`src/rtl/core_control_block_xfer_pkg.sv`:
```
// Shared types for the block-transfer (load/store-multiple) sequencer:
// state encoding, transfer mode bundle and the word/register-pointer types.
package core_control_block_xfer_pkg;

  localparam int WORD_W  = 32;
  localparam int PTR_W   = 4;
  localparam int LIST_W  = 16;
  localparam int COUNT_W = 5;

  typedef logic [WORD_W-1:0]  word_t;
  typedef logic [PTR_W-1:0]   ptr_t;
  typedef logic [LIST_W-1:0]  reg_list_t;
  typedef logic [COUNT_W-1:0] count_t;

  typedef enum logic [2:0] {
    BX_IDLE,
    BX_SETUP,
    BX_XFER,
    BX_WRITEBACK,
    BX_DONE
  } bx_state_t;

  typedef struct packed {
    logic increment;
    logic pre_index;
    logic writeback;
  } xfer_mode_t;

  // Byte span covered by count words.
  function automatic word_t span_bytes(input count_t count);
    return {25'd0, count, 2'b00};
  endfunction

  // Address of the lowest register; the list is always walked upward from here.
  function automatic word_t first_addr(input word_t base, input count_t count,
                                       input xfer_mode_t mode);
    word_t span;
    span = span_bytes(count);
    case ({mode.increment, mode.pre_index})
      2'b10:   return base;
      2'b11:   return base + 32'd4;
      2'b00:   return base - span + 32'd4;
      default: return base - span;
    endcase
  endfunction

  function automatic word_t final_base(input word_t base, input count_t count,
                                       input xfer_mode_t mode);
    return mode.increment ? base + span_bytes(count) : base - span_bytes(count);
  endfunction

endpackage

```
`src/rtl/core_control_reglist_scan.sv`:
```
// Combinational register-list scanner: lowest set index, its one-hot clear
// mask, population count and an exactly-one-bit flag.
module core_control_reglist_scan
  import core_control_block_xfer_pkg::*;
(
  input  logic [LIST_W-1:0]  list,
  output logic [PTR_W-1:0]   lowest_idx,
  output logic [LIST_W-1:0]  clear_mask,
  output logic [COUNT_W-1:0] count,
  output logic               single
);

  // NOTE: every variable written in always_comb gets a default first, so no
  // path through the block can leave it holding state (no latch).
  always_comb begin
    lowest_idx = '0;
    count      = '0;
    // Walk downward so the last hit is the lowest set bit.
    for (int i = LIST_W - 1; i >= 0; i--) begin
      if (list[i]) lowest_idx = ptr_t'(i);
    end
    for (int i = 0; i < LIST_W; i++) begin
      count = count + count_t'(list[i]);
    end
  end

  // Two's-complement trick isolates the lowest set bit.
  assign clear_mask = list & (~list + 16'd1);
  assign single     = (list != '0) && ((list & (list - 16'd1)) == '0);

endmodule

```
`src/rtl/core_control_block_xfer.sv`:
```
// Load/store-multiple sequencer: one word beat per set register bit, lowest
// register at the lowest address, optional base writeback, abort on fault.
module core_control_block_xfer
  import core_control_block_xfer_pkg::*;
(
  input  logic        clk,
  input  logic        rst_n,
  input  logic        start,
  input  logic [15:0] reg_list,
  input  logic        increment,
  input  logic        pre_index,
  input  logic        writeback,
  input  logic [31:0] base,
  input  logic        mem_ready,
  input  logic        mem_fault,
  output logic        busy,
  output logic        mem_req,
  output logic [31:0] mem_addr,
  output logic [3:0]  xfer_reg,
  output logic        xfer_last,
  output logic        wb_valid,
  output logic [31:0] wb_value,
  output logic        done,
  output logic        fault
);

  bx_state_t  state_q, state_d;
  reg_list_t  list_q;
  xfer_mode_t mode_q;
  word_t      base_q;
  word_t      addr_q;
  word_t      wb_value_q;
  logic       fault_q;

  ptr_t       scan_lowest;
  reg_list_t  scan_clear;
  count_t     scan_count;
  logic       scan_single;

  core_control_reglist_scan u_scan (
    .list       (list_q),
    .lowest_idx (scan_lowest),
    .clear_mask (scan_clear),
    .count      (scan_count),
    .single     (scan_single)
  );

  // NOTE: sequential state uses non-blocking assignments so every register
  // samples pre-edge values regardless of statement order.
  always_ff @(posedge clk or negedge rst_n) begin
    if (!rst_n) state_q <= BX_IDLE;
    else        state_q <= state_d;
  end

  always_comb begin
    state_d   = state_q;
    busy      = 1'b1;
    mem_req   = 1'b0;
    mem_addr  = '0;
    xfer_reg  = '0;
    xfer_last = 1'b0;
    wb_valid  = 1'b0;
    wb_value  = '0;
    done      = 1'b0;
    fault     = 1'b0;
    case (state_q)
      BX_IDLE: begin
        busy = 1'b0;
        if (start) state_d = BX_SETUP;
      end
      BX_SETUP: begin
        if (scan_count != '0)    state_d = BX_XFER;
        else if (mode_q.writeback) state_d = BX_WRITEBACK;
        else                     state_d = BX_DONE;
      end
      BX_XFER: begin
        mem_req   = 1'b1;
        mem_addr  = addr_q;
        xfer_reg  = scan_lowest;
        xfer_last = scan_single;
        if (mem_ready) begin
          if (mem_fault)             state_d = BX_DONE;
          else if (scan_single)      state_d = mode_q.writeback ? BX_WRITEBACK : BX_DONE;
        end
      end
      BX_WRITEBACK: begin
        wb_valid = 1'b1;
        wb_value = wb_value_q;
        state_d  = BX_DONE;
      end
      BX_DONE: begin
        done    = 1'b1;
        fault   = fault_q;
        state_d = BX_IDLE;
      end
      default: begin
        busy    = 1'b0;
        state_d = BX_IDLE;
      end
    endcase
  end

  always_ff @(posedge clk or negedge rst_n) begin
    if (!rst_n) begin
      list_q     <= '0;
      mode_q     <= '0;
      base_q     <= '0;
      addr_q     <= '0;
      wb_value_q <= '0;
      fault_q    <= 1'b0;
    end else begin
      case (state_q)
        BX_IDLE: begin
          if (start) begin
            list_q  <= reg_list;
            mode_q  <= xfer_mode_t'({increment, pre_index, writeback});
            base_q  <= {base[31:2], 2'b00};
            fault_q <= 1'b0;
          end
        end
        BX_SETUP: begin
          addr_q     <= first_addr(base_q, scan_count, mode_q);
          wb_value_q <= final_base(base_q, scan_count, mode_q);
        end
        BX_XFER: begin
          if (mem_ready) begin
            if (mem_fault) begin
              // Abort: the untransferred registers are dropped.
              fault_q <= 1'b1;
              list_q  <= '0;
            end else begin
              list_q <= list_q & ~scan_clear;
              addr_q <= addr_q + 32'd4;
            end
          end
        end
        default: ;
      endcase
    end
  end

endmodule

```
`config.mk`:
```
export PLATFORM = sky130hd
export DESIGN_NAME = core_control_block_xfer
export DESIGN_NICKNAME = d
export VERILOG_FILES = /design/src/rtl/core_control_block_xfer_pkg.sv /design/src/rtl/core_control_reglist_scan.sv /design/src/rtl/core_control_block_xfer.sv
export SDC_FILE = /design/constraint.sdc
export NUM_CORES = 1
export LEC_CHECK = 0
export CAP_MARGIN = 20
export CORE_ASPECT_RATIO = 1.4
export CORE_MARGIN = 2
export CORE_UTILIZATION = 40
export DETAILED_ROUTE_END_ITERATION = 10
export DONT_BUFFER_PORTS = 1
export PLACE_DENSITY = 0.59
export SYNTH_ARGS = -nofsm -noshare
export SYNTH_HDL_FRONTEND = slang
export SYNTH_SLANG_ARGS = --single-unit
export TNS_END_PERCENT = 20
```
`constraint.sdc`:
```
create_clock -name clk -period 15.98 [get_ports clk]
set_clock_uncertainty 0.05 [all_clocks]
set_input_delay 1.598 -clock clk [delete_from_list [all_inputs] [get_ports clk]]
set_output_delay 1.598 -clock clk [all_outputs]
set_load 0.01 [all_outputs]
```
==> impl_results.rst, run 1 <==
.. list-table::
   :header-rows: 1

   * - Metric
     - Value
   * - Final routed DRC violation total
     - 0
   * - Clock tree from TritonCTS
     - built
   * - Starting density of the core
     - 40.8%
   * - Cell family with the largest share of critical-path delay
     - adder cells
   * - Total core area
     - roughly 24000 um2
   * - Worst relative slew slack
     - 32.4%
   * - IO Pins
     - 130
   * - Cell count after synthesis
     - ~1300
   * - Synth warnings
     - 0
   * - Cell with the most instances on the worst path
     - sky130_fd_sc_hd__fa_1
   * - HPWL after detailed placement
     - about 24000 um
   * - Count of flip-flops with a built-in enable after synthesis
     - 0
   * - Vias per Instance
     - approximately 6.1
   * - Number of DRC violations after detailed-routing iteration 0
     - slightly below 600
   * - Async S/R FF share, synth
     - 100%
   * - Clock sink count
     - ~110
   * - Synth top area share
     - just under 30%
   * - Antenna violations before repair
     - 0
   * - Aggregate global-route resource usage
     - between 20% and 30%
   * - Final-report max-slew violation count
     - 0
   * - Data arrival time of the critical path
     - 7970 ps
   * - Sequential cell area
     - ~2800 um2
   * - Hold buffer count at CTS
     - 0
   * - Dpl cell area
     - 9920 um2
   * - Worst hold slack after final layout
     - approximately 420 ps
   * - Die Height
     - between 150 and 200 um
   * - Number of nets at the end of the flow
     - 1285
   * - Clock buffers created by TritonCTS
     - 17
   * - Clock-pin slew on the worst setup and hold paths
     - roughly 50 ps
   * - Total buffers and inverters traversed by the critical path
     - 5
   * - Max-capacitance violation count
     - 0
   * - Hold Fails Final Rpt
     - 0
   * - Outcome
     - complete, no violations
   * - Crit path max-delay cell type
     - sky130_fd_sc_hd__nor2_1
   * - Buffers from clock root to sink, at most
     - 2
   * - Clk_lat worst skew
     - 430 ps
   * - Largest net degree at the start of global routing
     - 114
   * - Placer congestion estimate
     - roughly 0.94
   * - Period utilization
     - 48.3%
   * - Crit end category
     - flip-flop
   * - Data required time at the worst endpoint
     - approximately 16000 ps
   * - Cell taking the most area after synthesis
     - sky130_fd_sc_hd__dfrtp_1
   * - Number of optimization iterations in the first detailed-route pass
     - 5
   * - Total negative slack for setup checks
     - 0 ps
   * - Worst-path cell chain
     - inv_1 -> ha_1 -> inv_1 -> fa_1 -> inv_1 -> fa_1 -> fa_1 -> inv_1 -> fa_1 -> fa_1 -> fa_1 -> nor2b_1 -> o21ai_0 -> inv_1 -> ha_1 -> nor2_1 -> o311a_1 -> o21ai_0 -> a221oi_1 -> nand4_1 -> nor2_1 -> nand3_1 -> xor2_1 -> a211o_1
   * - Post-synthesis area per instance
     - 7.83 um2
   * - Routed length per instance
     - 21.2 um
   * - Critical Path Max Stage Delay
     - approximately 570 ps
   * - Count of input and output buffers
     - 0
   * - N_diodes
     - 0
   * - Slew of the pin with the lowest slew margin
     - between 1000 and 1500 ps
   * - Category of the most critical setup path
     - reg2reg
   * - Post-route minimum period
     - 7710 ps
   * - Largest cells by area after synthesis
     - sky130_fd_sc_hd__dfrtp_1, sky130_fd_sc_hd__xnor2_1, sky130_fd_sc_hd__o21ai_0
   * - Yosys cell types
     - 78
   * - DP Cell Count
     - approximately 1500
   * - Number of global-route vias before repair
     - between 8000 and 9000
   * - Largest driver fanout on the critical path
     - 11
   * - Post-CTS repair timing setup buffer count
     - 0
   * - Achievable frequency
     - 130 MHz
   * - Unrepaired setup endpoints after global routing
     - no
   * - CTS root buf
     - sky130_fd_sc_hd__clkbuf_16
   * - Critical path startpoint category
     - flip-flop
   * - Sequential share of the synthesized area
     - slightly below 30%
   * - Area occupied by multi-input gates
     - between 6000 and 7000 um2
   * - Wire length reported by the detailed router
     - 32100 um
   * - Share of final-layout standard cells stronger than drive strength 1
     - under 10%
   * - Layout area overhead
     - 7.77%
   * - Setup violations, final
     - 0
   * - Die extent in x
     - roughly 140 um
   * - # fillers
     - approximately 2500
   * - Design area
     - between 10000 and 15000 um2
   * - Final cell count without fillers
     - between 1500 and 2000
   * - Level count of the clock H-tree
     - 4
   * - Wire length of the first global-routing pass
     - ~50000 um
   * - Hold WC Path Type
     - reg2reg
   * - Die outline area
     - around 26000 um2
   * - Mapped Area
     - approximately 9800 um2
   * - Total overflow reported by the global router
     - 0
   * - Row count
     - between 60 and 70
   * - Number of register bits inferred by synthesis
     - roughly 110
   * - Routed via count
     - 9258
   * - Antenna violation net count after detailed routing
     - 0
   * - Most instantiated flip-flop cell in the synthesis netlist
     - sky130_fd_sc_hd__dfrtp_1
   * - Number of instances resized during post-cts repair
     - 0
==> cell families (layout without fill, tap and decap cells) <==
family	count (synthesis)	count (layout)	share of synthesized area, %
buffers and inverters	140	92	5.65
AND/OR/NAND/NOR	508	508	27.1
adder cells (fa/ha/maj)	37	37	5.62
multiplexers	31	31	3.51
XOR/XNOR	89	89	7.96
flip-flops	113	113	28.9
other	1	4	0.0383
AO/OA/AOI/OAI	331	331	21.2
==> cell usage after synthesis (8+ instances only) <==
master                     instances
sky130_fd_sc_hd__nand2_1         117
sky130_fd_sc_hd__dfrtp_1         113
sky130_fd_sc_hd__o21ai_0         102
sky130_fd_sc_hd__nor2_1           92
sky130_fd_sc_hd__a21oi_1          81
sky130_fd_sc_hd__clkbuf_1         75
sky130_fd_sc_hd__and2_1           69
sky130_fd_sc_hd__xnor2_1          62
sky130_fd_sc_hd__nand3_1          50
sky130_fd_sc_hd__inv_1            47
sky130_fd_sc_hd__nor3_1           38
sky130_fd_sc_hd__mux2_2           27
sky130_fd_sc_hd__xor2_1           27
sky130_fd_sc_hd__nand4_1          26
sky130_fd_sc_hd__ha_1             24
sky130_fd_sc_hd__nor4_1           22
sky130_fd_sc_hd__o22ai_1          17
sky130_fd_sc_hd__a21o_1           14
sky130_fd_sc_hd__a22o_1           13
sky130_fd_sc_hd__a31oi_1          13
sky130_fd_sc_hd__fa_1             12
sky130_fd_sc_hd__or3_1            12
sky130_fd_sc_hd__or4_1            12
sky130_fd_sc_hd__a211oi_1         10
sky130_fd_sc_hd__and3_1           10
sky130_fd_sc_hd__nor2b_1          10
sky130_fd_sc_hd__nand2b_1          9
sky130_fd_sc_hd__o211ai_1          8
==> metrics by stage <==
stage / worst slack [ps] / util, %
after CTS: 8280 / 44.0
after global routing: 7740 / 44.0
after detailed placement: 8290 / 41.4
after floorplan: 9230 / -
after global placement: 8420 / 41.4
final: 8270 / 44.0
==> metal layers <==
layer	vias to the layer above	GRT usage (%)	wire, um
li1	4370	-	-
met1	4485	30.3	12500
met2	332	43.4	16300
met3	71	4.52	1830
met4	0	12.4	1420
met5	-	0	0
==> placed cells by master (no fill, tap or decap), drive strengths merged, types with 27 or more instances in the layout <==
cell   netlist  layout
a21oi       81      81
and2        69      69
dfrtp      113     113
inv         47      47
mux2        27      27
nand2      117     117
nand3       50      50
nor2        92      92
nor3        40      40
o21ai      105     105
xnor2       62      62
xor2        27      27
==> layout make-up <==
cell class / instances / area share (%)
clock buffer: 21 / 4.46
clock inverter: 10 / 1.49
inverter: 49 / 1.74
multi-input combinational: 1000 / 61.0
sequential: 113 / 26.8
tap: 310 / 3.68
timing repair buffer: 12 / 0.830
==> worst paths after layout <==
path,start,to,slack [ps],depth (start not counted)
min in group asynchronous,rst_n,wb_value_q[14]$_DFFE_PN0P_,820,0
hold reg to reg,wb_value_q[13]$_DFFE_PN0P_,wb_value_q[13]$_DFFE_PN0P_,420,2
setup / recovery,list_q[0]$_DFFE_PN0P_,addr_q[27]$_DFFE_PN0P_,8270,24
hold / removal,wb_value_q[13]$_DFFE_PN0P_,wb_value_q[13]$_DFFE_PN0P_,420,2
max in group asynchronous,rst_n,addr_q[29]$_DFFE_PN0P_,14840,0
setup reg to reg,list_q[0]$_DFFE_PN0P_,addr_q[27]$_DFFE_PN0P_,8270,24
==> sequential cells by signal, indices dropped and copies added (netlist names) <==
name and count:
wb_value_q 30, state_q 3, base_q 30, list_q 16, fault_q 1, mode_q 3, addr_q 30
==> tightest hold or removal path: cells and delay by family (launching register included) <==
family | cells | cell delay [ps]
flops | 1 | 330
compound gates | 1 | 60
simple gates | 1 | 40
Power of run 1 is left out: the tool's default activity adds up to more than one toggle a clock period on the data nets, which glitch-free logic cannot reach.
==> inputs of run 2 (changes only) <==
Settings changed: ABC_AREA set to 1.
Clock period 15.98 ns to 7.95 ns, I/O delays scaled along.
==> run 2 against run 1 <==
Effect of this change: synthesized cell count up 41%; critical path type unchanged; sequential share of layout area down 2.8 points; hold slack worse by 400 ps; flip-flop and latch count unchanged.
==> impl_results.rst, run 2 <==
.. list-table::
   :header-rows: 1

   * - Metric
     - Value
   * - Number of instances resized during post-cts repair
     - 0 (unchanged)
   * - Critical Path Max Stage Delay
     - 570 ps (about the same)
   * - Number of nets at the end of the flow
     - 1808 (was 1285)
   * - Routed length per instance
     - 18.5 um (was 21.2 um)
   * - Slew of the pin with the lowest slew margin
     - 1070 ps (was 1010 ps)
   * - Hold buffer count at CTS
     - 2 (was 0)
   * - Final-report max-slew violation count
     - 0 (unchanged)
   * - Count of input and output buffers
     - 0 (unchanged)
   * - Wire length of the first global-routing pass
     - 59800 um (was 50500 um)
   * - Max-capacitance violation count
     - 0 (unchanged)
   * - N_diodes
     - 0 (unchanged)
   * - Die Height
     - 201 um (was 189 um)
   * - Total core area
     - 27000 um2 (was 24000 um2)
   * - Total overflow reported by the global router
     - 0 (unchanged)
   * - Largest driver fanout on the critical path
     - 9 (was 11)
   * - Outcome
     - complete, no violations (unchanged)
   * - Most frequently used cell type in the post-synthesis netlist
     - sky130_fd_sc_hd__nand2_1 (unchanged)
   * - Wire length reported by the detailed router
     - 38800 um (was 32100 um)
   * - Crit path max-delay cell type
     - sky130_fd_sc_hd__ha_1 (was sky130_fd_sc_hd__nor2_1)
   * - Number of optimization iterations in the first detailed-route pass
     - 5 (unchanged)
   * - Routed via count
     - 11400 (was 9258)
   * - Post-route minimum period
     - 6940 ps (was 7710 ps)
   * - Aggregate global-route resource usage
     - 26.8% (was 25.3%)
   * - Cell count after synthesis
     - 1763 (was 1250)
   * - Clk_lat worst skew
     - 430 ps (about the same)
   * - Die outline area
     - 28900 um2 (was 25800 um2)
   * - IO Pins
     - 130 (unchanged)
   * - Starting density of the core
     - 40.9% (was 40.8%)
   * - Critical path startpoint category
     - flip-flop (unchanged)
   * - Synth warnings
     - 0 (unchanged)
   * - Clock buffers created by TritonCTS
     - 17 (unchanged)
   * - CTS root buf
     - sky130_fd_sc_hd__clkbuf_16 (unchanged)
   * - Cell taking the most area after synthesis
     - sky130_fd_sc_hd__dfrtp_1 (unchanged)
   * - Most instantiated flip-flop cell in the synthesis netlist
     - sky130_fd_sc_hd__dfrtp_1 (unchanged)
   * - Most frequent cells in the layout
     - sky130_fd_sc_hd__nand2_1, sky130_fd_sc_hd__nor2_1, sky130_fd_sc_hd__inv_1 (was sky130_fd_sc_hd__nand2_1, sky130_fd_sc_hd__dfrtp_1, sky130_fd_sc_hd__o21ai_0)
   * - Clock-pin slew on the worst setup and hold paths
     - 60 ps (was 50 ps)
   * - Data required time at the worst endpoint
     - 8260 ps (was 16240 ps)
   * - Antenna violations before repair
     - 0 (unchanged)
   * - Largest registers in the final layout
     - addr_q (30), base_q (30), wb_value_q (30) (unchanged)
   * - Most frequent standard cell in the layout excluding fill and tap cells
     - sky130_fd_sc_hd__nand2_1 (unchanged)
   * - Buffers from clock root to sink, at most
     - 2 (unchanged)
   * - Row count
     - 71 (was 67)
   * - Vias per Instance
     - 5.44 (was 6.11)
   * - Post-synthesis area per instance
     - 6.26 um2 (was 7.83 um2)
   * - Crit end category
     - flip-flop (unchanged)
   * - Cell with the most instances on the worst path
     - sky130_fd_sc_hd__nand2_1 (was sky130_fd_sc_hd__fa_1)
   * - Sequential share of the synthesized area
     - 25.6% (was 28.9%)
   * - Total negative slack for setup checks
     - 0 ps (unchanged)
   * - Clock tree from TritonCTS
     - built (unchanged)
   * - Number of global-route vias before repair
     - 10800 (was 8907)
   * - Async S/R FF share, synth
     - 100% (unchanged)
   * - Die extent in x
     - 144 um (was 136 um)
   * - Final routed DRC violation total
     - 0 (unchanged)
   * - Yosys cell types
     - 54 (was 78)
   * - Hold Fails Final Rpt
     - 0 (unchanged)
   * - Count of flip-flops with a built-in enable after synthesis
     - 0 (unchanged)
   * - Level count of the clock H-tree
     - 4 (unchanged)
   * - Hold WC Path Type
     - in2async (was reg2reg)
   * - Share of final-layout standard cells stronger than drive strength 1
     - 9.73% (was 7.63%)
   * - Unrepaired setup endpoints after global routing
     - no (unchanged)
   * - Largest net degree at the start of global routing
     - 88 (was 114)
   * - Largest cells by area after synthesis
     - sky130_fd_sc_hd__dfrtp_1, sky130_fd_sc_hd__nand2_1, sky130_fd_sc_hd__nor2_1 (was sky130_fd_sc_hd__dfrtp_1, sky130_fd_sc_hd__xnor2_1, sky130_fd_sc_hd__o21ai_0)
   * - Data arrival time of the critical path
     - 7250 ps (was 7970 ps)
   * - Placer congestion estimate
     - 0.962 (was 0.938)
   * - Top cells by count, synth
     - sky130_fd_sc_hd__nand2_1, sky130_fd_sc_hd__nor2_1, sky130_fd_sc_hd__inv_1 (was sky130_fd_sc_hd__nand2_1, sky130_fd_sc_hd__dfrtp_1, sky130_fd_sc_hd__o21ai_0)
   * - Antenna violation net count after detailed routing
     - 0 (unchanged)
   * - Synth top area share
     - 25.6% (was 28.9%)
   * - Number of register bits inferred by synthesis
     - 113 (unchanged)
   * - Number of DRC violations after detailed-routing iteration 0
     - 902 (was 590)
   * - Mapped Area
     - 11000 um2 (was 9790 um2)
   * - Achievable frequency
     - 144 MHz (was 130 MHz)
   * - Clock sink count
     - 113 (unchanged)
   * - Post-CTS repair timing setup buffer count
     - 0 (unchanged)
   * - Setup violations, final
     - 0 (unchanged)
   * - Period utilization
     - 87.3% (was 48.3%)
   * - Category of the most critical setup path
     - reg2reg (unchanged)
   * - Worst relative slew slack
     - 28.5% (was 32.4%)
   * - HPWL after detailed placement
     - 29500 um (was 23900 um)
   * - Layout area overhead
     - 6.70% (was 7.77%)
run 2: per-layer routing:
metal / routed length, um / track usage [%] / part of all wire [%] / vias to the layer above
li1: - / - / - / 5603
met1: 14700 / 30.2 / 38 / 5284
met2: 20100 / 48.4 / 52 / 391
met3: 1860 / 3.48 / 4.8 / 97
met4: 2030 / 13.9 / 5.2 / 0
met5: 0 / 0 / 0 / -
run 2: logic make-up after synthesis:
| family | after synthesis | synth area share, % |
|---|---|---|
| AO/OA/AOI/OAI | 324 | 16.5 |
| flip-flops | 113 | 25.6 |
| adder cells (fa/ha/maj) | 36 | 4.90 |
| XOR/XNOR | 17 | 1.35 |
| buffers and inverters | 312 | 11.4 |
| AND/OR/NAND/NOR | 960 | 40.1 |
| other | 1 | 0.0340 |
run 2: area by class of cell:
cell class / count / area [um2]
inverter: 231 / 868
multi-input combinational: 1341 / 6980
tap: 365 / 457
clock buffer: 20 / 447
fill: 2951 / 15200
clock inverter: 10 / 90.1
timing repair buffer: 12 / 105
sequential: 113 / 2830
run 2: final timing paths:
path	end	depth (start not counted)	slack, ps	startpoint
min in group clk	base_q[22]$_DFFE_PN0P_	2	430	base[22]
hold / removal	base_q[12]$_DFFE_PN0P_	0	20	rst_n
hold reg to reg	wb_value_q[2]$_DFFE_PN0P_	2	450	wb_value_q[2]$_DFFE_PN0P_
setup reg to reg	addr_q[29]$_DFFE_PN0P_	34	1010	list_q[0]$_DFFE_PN0P_
max in group asynchronous	base_q[6]$_DFFE_PN0P_	1	6810	rst_n
setup / recovery	addr_q[29]$_DFFE_PN0P_	34	1010	list_q[0]$_DFFE_PN0P_
run 2: worst max-delay path: cells and delay by family, from the launching register on:
family / cells / cell delay, ps
and+or+nand+nor: 19 / 2230
adders and majority gates: 8 / 3620
buffers and inverters: 6 / 380
AOI/OAI and AO/OA: 1 / 130
DFF: 1 / 460
run 2: through the flow:
stage          util (%)  setup WS, ps  hold slack [ps]  cell area [um2]  cells
6_report           43.6          1010             21.2            11800   2092
5_1_grt            43.6           451             7.25            11800   2092
4_1_cts            43.6          1050             2.75            11800   2092
3_5_place_dp       41.5          1060              441            11200   2060
3_3_place_gp       41.5          1100              423            11200   2060
2_1_floorplan         -          1960              403            11000   1766
Power of run 2 is left out for the same reason.
==> inputs of run 3 (changes only) <==
Settings changed: ABC_AREA 1 to 0.
==> run 3 against run 2 <==
Effect of this change: core utilization is 0.71 points higher; clock-buffer cell count is 1 higher; die area is 11% lower; critical path depth is 10 lower; global-route usage is 1.7 points lower; non-clock buffer count is 8 higher; flip-flop and latch count stayed put; first-iteration DRC count is 17% lower; worst setup slack worse by 390 ps; fmax is 5.3% lower; largest cell class unchanged.
==> impl_results.rst, run 3 (synthesis gave the netlist of run 1 again) <==
.. list-table::
   :header-rows: 1

   * - Metric
     - Value
   * - Most frequent standard cell in the layout excluding fill and tap cells
     - sky130_fd_sc_hd__nand2_1 (unchanged)
   * - Crit path max-delay cell type
     - sky130_fd_sc_hd__or4_1 (was sky130_fd_sc_hd__ha_1)
   * - Data required time at the worst endpoint
     - 8200 ps (was 8260 ps)
   * - Antenna violations before repair
     - 0 (unchanged)
   * - Critical Path Max Stage Delay
     - 600 ps (was 570 ps)
   * - Hold WC Path Type
     - in2async (unchanged)
   * - IO Pins
     - 130 (unchanged)
   * - HPWL after detailed placement
     - 23600 um (was 29500 um)
   * - Number of optimization iterations in the first detailed-route pass
     - 5 (unchanged)
   * - FF-to-FF End
     - addr_q[17]$_DFFE_PN0P_ (was addr_q[29]$_DFFE_PN0P_)
   * - Post-CTS repair timing setup buffer count
     - 0 (unchanged)
   * - Worst-path cell chain
     - inv_1 -> ha_1 -> inv_1 -> fa_1 -> inv_1 -> fa_1 -> fa_1 -> inv_1 -> fa_1 -> fa_1 -> fa_1 -> nor2b_1 -> o21ai_0 -> inv_1 -> ha_1 -> or4_1 -> nand2_1 -> nor3_2 -> xnor2_1 -> or4_4 -> nor4_2 -> xnor2_1 -> a2111oi_2 -> a311oi_1
   * - Worst Slack Setup Final
     - 621 ps (was 1010 ps)
   * - Placer congestion estimate
     - 0.940 (was 0.962)
   * - Total buffers and inverters traversed by the critical path
     - 5 (was 6)
   * - Vias per Instance
     - 6.04 (was 5.44)
   * - Clock tree from TritonCTS
     - built (unchanged)
   * - Antenna violation net count after detailed routing
     - 0 (unchanged)
   * - Largest driver fanout on the critical path
     - 8 (was 9)
   * - CTS root buf
     - sky130_fd_sc_hd__clkbuf_16 (unchanged)
   * - Clk_lat worst skew
     - 440 ps (was 430 ps)
   * - Layout area overhead
     - 8.50% (was 6.70%)
   * - Final routed DRC violation total
     - 0 (unchanged)
   * - Data arrival time of the critical path
     - 7570 ps (was 7250 ps)
   * - R2R cell count
     - 24 (was 34)
   * - Cell with the most instances on the worst path
     - sky130_fd_sc_hd__fa_1 (was sky130_fd_sc_hd__nand2_1)
   * - Wire length of the first global-routing pass
     - 49700 um (was 59800 um)
   * - Period utilization
     - 92.2% (was 87.3%)
   * - Max-capacitance violation count
     - 0 (unchanged)
   * - N_diodes
     - 0 (unchanged)
   * - Level count of the clock H-tree
     - 4 (unchanged)
   * - Count of input and output buffers
     - 0 (unchanged)
   * - Aggregate global-route resource usage
     - 25.1% (was 26.8%)
   * - Dpl cell area
     - 9980 um2 (was 11200 um2)
   * - Worst relative slew slack
     - 33.2% (was 28.5%)
   * - Outcome
     - complete, no violations (unchanged)
   * - Category of the most critical setup path
     - reg2reg (unchanged)
   * - Largest net degree at the start of global routing
     - 114 (was 88)
   * - Post-route minimum period
     - 7330 ps (was 6940 ps)
   * - Design area
     - 10600 um2 (was 11800 um2)
   * - Setup Slack @ Placement
     - 496 ps (was 1060 ps)
   * - Slew of the pin with the lowest slew margin
     - 1000 ps (was 1070 ps)
   * - Unrepaired setup endpoints after global routing
     - no (unchanged)
   * - Routed via count
     - 9201 (was 11400)
   * - Die outline area
     - 25800 um2 (was 28900 um2)
   * - Total negative slack for setup checks
     - 0 ps (unchanged)
   * - Clock-pin slew on the worst setup and hold paths
     - 50 ps (was 60 ps)
   * - Setup violations, final
     - 0 (unchanged)
   * - Crit end category
     - flip-flop (unchanged)
   * - Final-report max-slew violation count
     - 0 (unchanged)
   * - Total overflow reported by the global router
     - 0 (unchanged)
   * - Die Height
     - 189 um (was 201 um)
   * - Starting density of the core
     - 40.8% (was 40.9%)
   * - Row count
     - 67 (was 71)
   * - Wire length reported by the detailed router
     - 31800 um (was 38800 um)
   * - Clock sink count
     - 113 (unchanged)
   * - Cell family with the largest share of critical-path delay
     - adder cells (unchanged)
   * - Largest registers in the final layout
     - addr_q (30), base_q (30), wb_value_q (30) (unchanged)
   * - RR Startpoint
     - list_q[0]$_DFFE_PN0P_ (unchanged)
   * - Number of nets at the end of the flow
     - 1293 (was 1808)
   * - Critical path startpoint category
     - flip-flop (unchanged)
   * - Most frequent cells in the layout
     - sky130_fd_sc_hd__nand2_1, sky130_fd_sc_hd__dfrtp_1, sky130_fd_sc_hd__o21ai_0 (was sky130_fd_sc_hd__nand2_1, sky130_fd_sc_hd__nor2_1, sky130_fd_sc_hd__inv_1)
   * - Number of global-route vias before repair
     - 8746 (was 10800)
   * - Total core area
     - 24000 um2 (was 27000 um2)
   * - Share of final-layout standard cells stronger than drive strength 1
     - 8.57% (was 9.73%)
   * - Die extent in x
     - 136 um (was 144 um)
   * - Register-to-register setup slack
     - 620 ps (was 1010 ps)
   * - Hold Fails Final Rpt
     - 0 (unchanged)
   * - Routed length per instance
     - 20.9 um (was 18.5 um)
   * - Number of DRC violations after detailed-routing iteration 0
     - 747 (was 902)
   * - Clock buffers created by TritonCTS
     - 17 (unchanged)
   * - Achievable frequency
     - 136 MHz (was 144 MHz)
   * - Buffers from clock root to sink, at most
     - 2 (unchanged)
-- run 3: changes by cell type in the layout (fill, tap and decap cells not counted), moves of 21 or more --
cell,delta
sky130_fd_sc_hd__a21oi_1,-29
sky130_fd_sc_hd__and2_1,+64
sky130_fd_sc_hd__inv_1,-169
sky130_fd_sc_hd__mux2_2,+27
sky130_fd_sc_hd__nand2_1,-314
sky130_fd_sc_hd__nand2_2,-36
sky130_fd_sc_hd__nand3_1,-79
sky130_fd_sc_hd__nor2_1,-135
sky130_fd_sc_hd__nor2_4,-27
sky130_fd_sc_hd__o21ai_0,-21
sky130_fd_sc_hd__xnor2_1,+61
-- run 3: repair_timing --
action | 4_1_cts | 5_1_grt
setup endpoints to repair | 0 | 6
hold buffers | 1 | 0
hold endpoints to repair | 113 | 0
gates resized for setup | 0 | 2
-- run 3: stage by stage --
stage,hold WS (ps),instances,utilization [%]
after floorplan,392,1253,-
after global placement,407,1491,41.6
after detailed placement,417,1491,41.6
after CTS,278,1524,44.3
after global routing,308,1524,44.3
final,266,1524,44.3
-- run 3: worst max-delay path by stage --
stage               cells after the start                      to                  start  slack (ps)
global route                           24  addr_q[17]$_DFFE_PN0P_  list_q[1]$_DFFE_PN0P_         230
detailed placement                     24  addr_q[22]$_DFFE_PN0P_  list_q[0]$_DFFE_PN0P_         500
CTS                                    24  addr_q[22]$_DFFE_PN0P_  list_q[0]$_DFFE_PN0P_         470
global placement                       23  addr_q[22]$_DFFE_PN0P_  list_q[0]$_DFFE_PN0P_         660
floorplan                              23  addr_q[27]$_DFFE_PN0P_  list_q[0]$_DFFE_PN0P_        1200
finish                                 24  addr_q[17]$_DFFE_PN0P_  list_q[0]$_DFFE_PN0P_         620
-- run 3: final cells by class --
| cell class | instances | area, um2 |
|---|---|---|
| Inverter | 49 | 184 |
| Clock buffer | 21 | 470 |
| Clock inverter | 11 | 135 |
| Timing Repair Buffer | 20 | 170 |
| Tap cell | 310 | 388 |
| Multi-Input combinational cell | 1000 | 6450 |
| Sequential cell | 113 | 2830 |
| Fill cell | 2462 | 13400 |
-- run 3: per-layer routing --
layer	track usage, %	wire length, um	up-vias
met5	0	0	-
met4	11.1	1180	0
met3	4.20	1990	59
met2	43.4	16300	323
met1	30.2	12300	4429
li1	-	-	4390
-- run 3: worst reg2reg max path, stage by stage, from the launching register on --
cell and delay, ps:
sky130_fd_sc_hd__dfrtp_1 440, sky130_fd_sc_hd__inv_1 100, sky130_fd_sc_hd__ha_1 290, sky130_fd_sc_hd__inv_1 50, sky130_fd_sc_hd__fa_1 480, sky130_fd_sc_hd__inv_1 60, sky130_fd_sc_hd__fa_1 470, sky130_fd_sc_hd__fa_1 520
sky130_fd_sc_hd__inv_1 50, sky130_fd_sc_hd__fa_1 450, sky130_fd_sc_hd__fa_1 410, sky130_fd_sc_hd__fa_1 420, sky130_fd_sc_hd__nor2b_1 120, sky130_fd_sc_hd__o21ai_0 140, sky130_fd_sc_hd__inv_1 150, sky130_fd_sc_hd__ha_1 300
sky130_fd_sc_hd__or4_1 600, sky130_fd_sc_hd__nand2_1 290, sky130_fd_sc_hd__nor3_2 100, sky130_fd_sc_hd__xnor2_1 210, sky130_fd_sc_hd__or4_4 600, sky130_fd_sc_hd__nor4_2 310, sky130_fd_sc_hd__xnor2_1 110, sky130_fd_sc_hd__a2111oi_2 390
sky130_fd_sc_hd__a311oi_1 80
Power of run 3 is left out for the same reason.
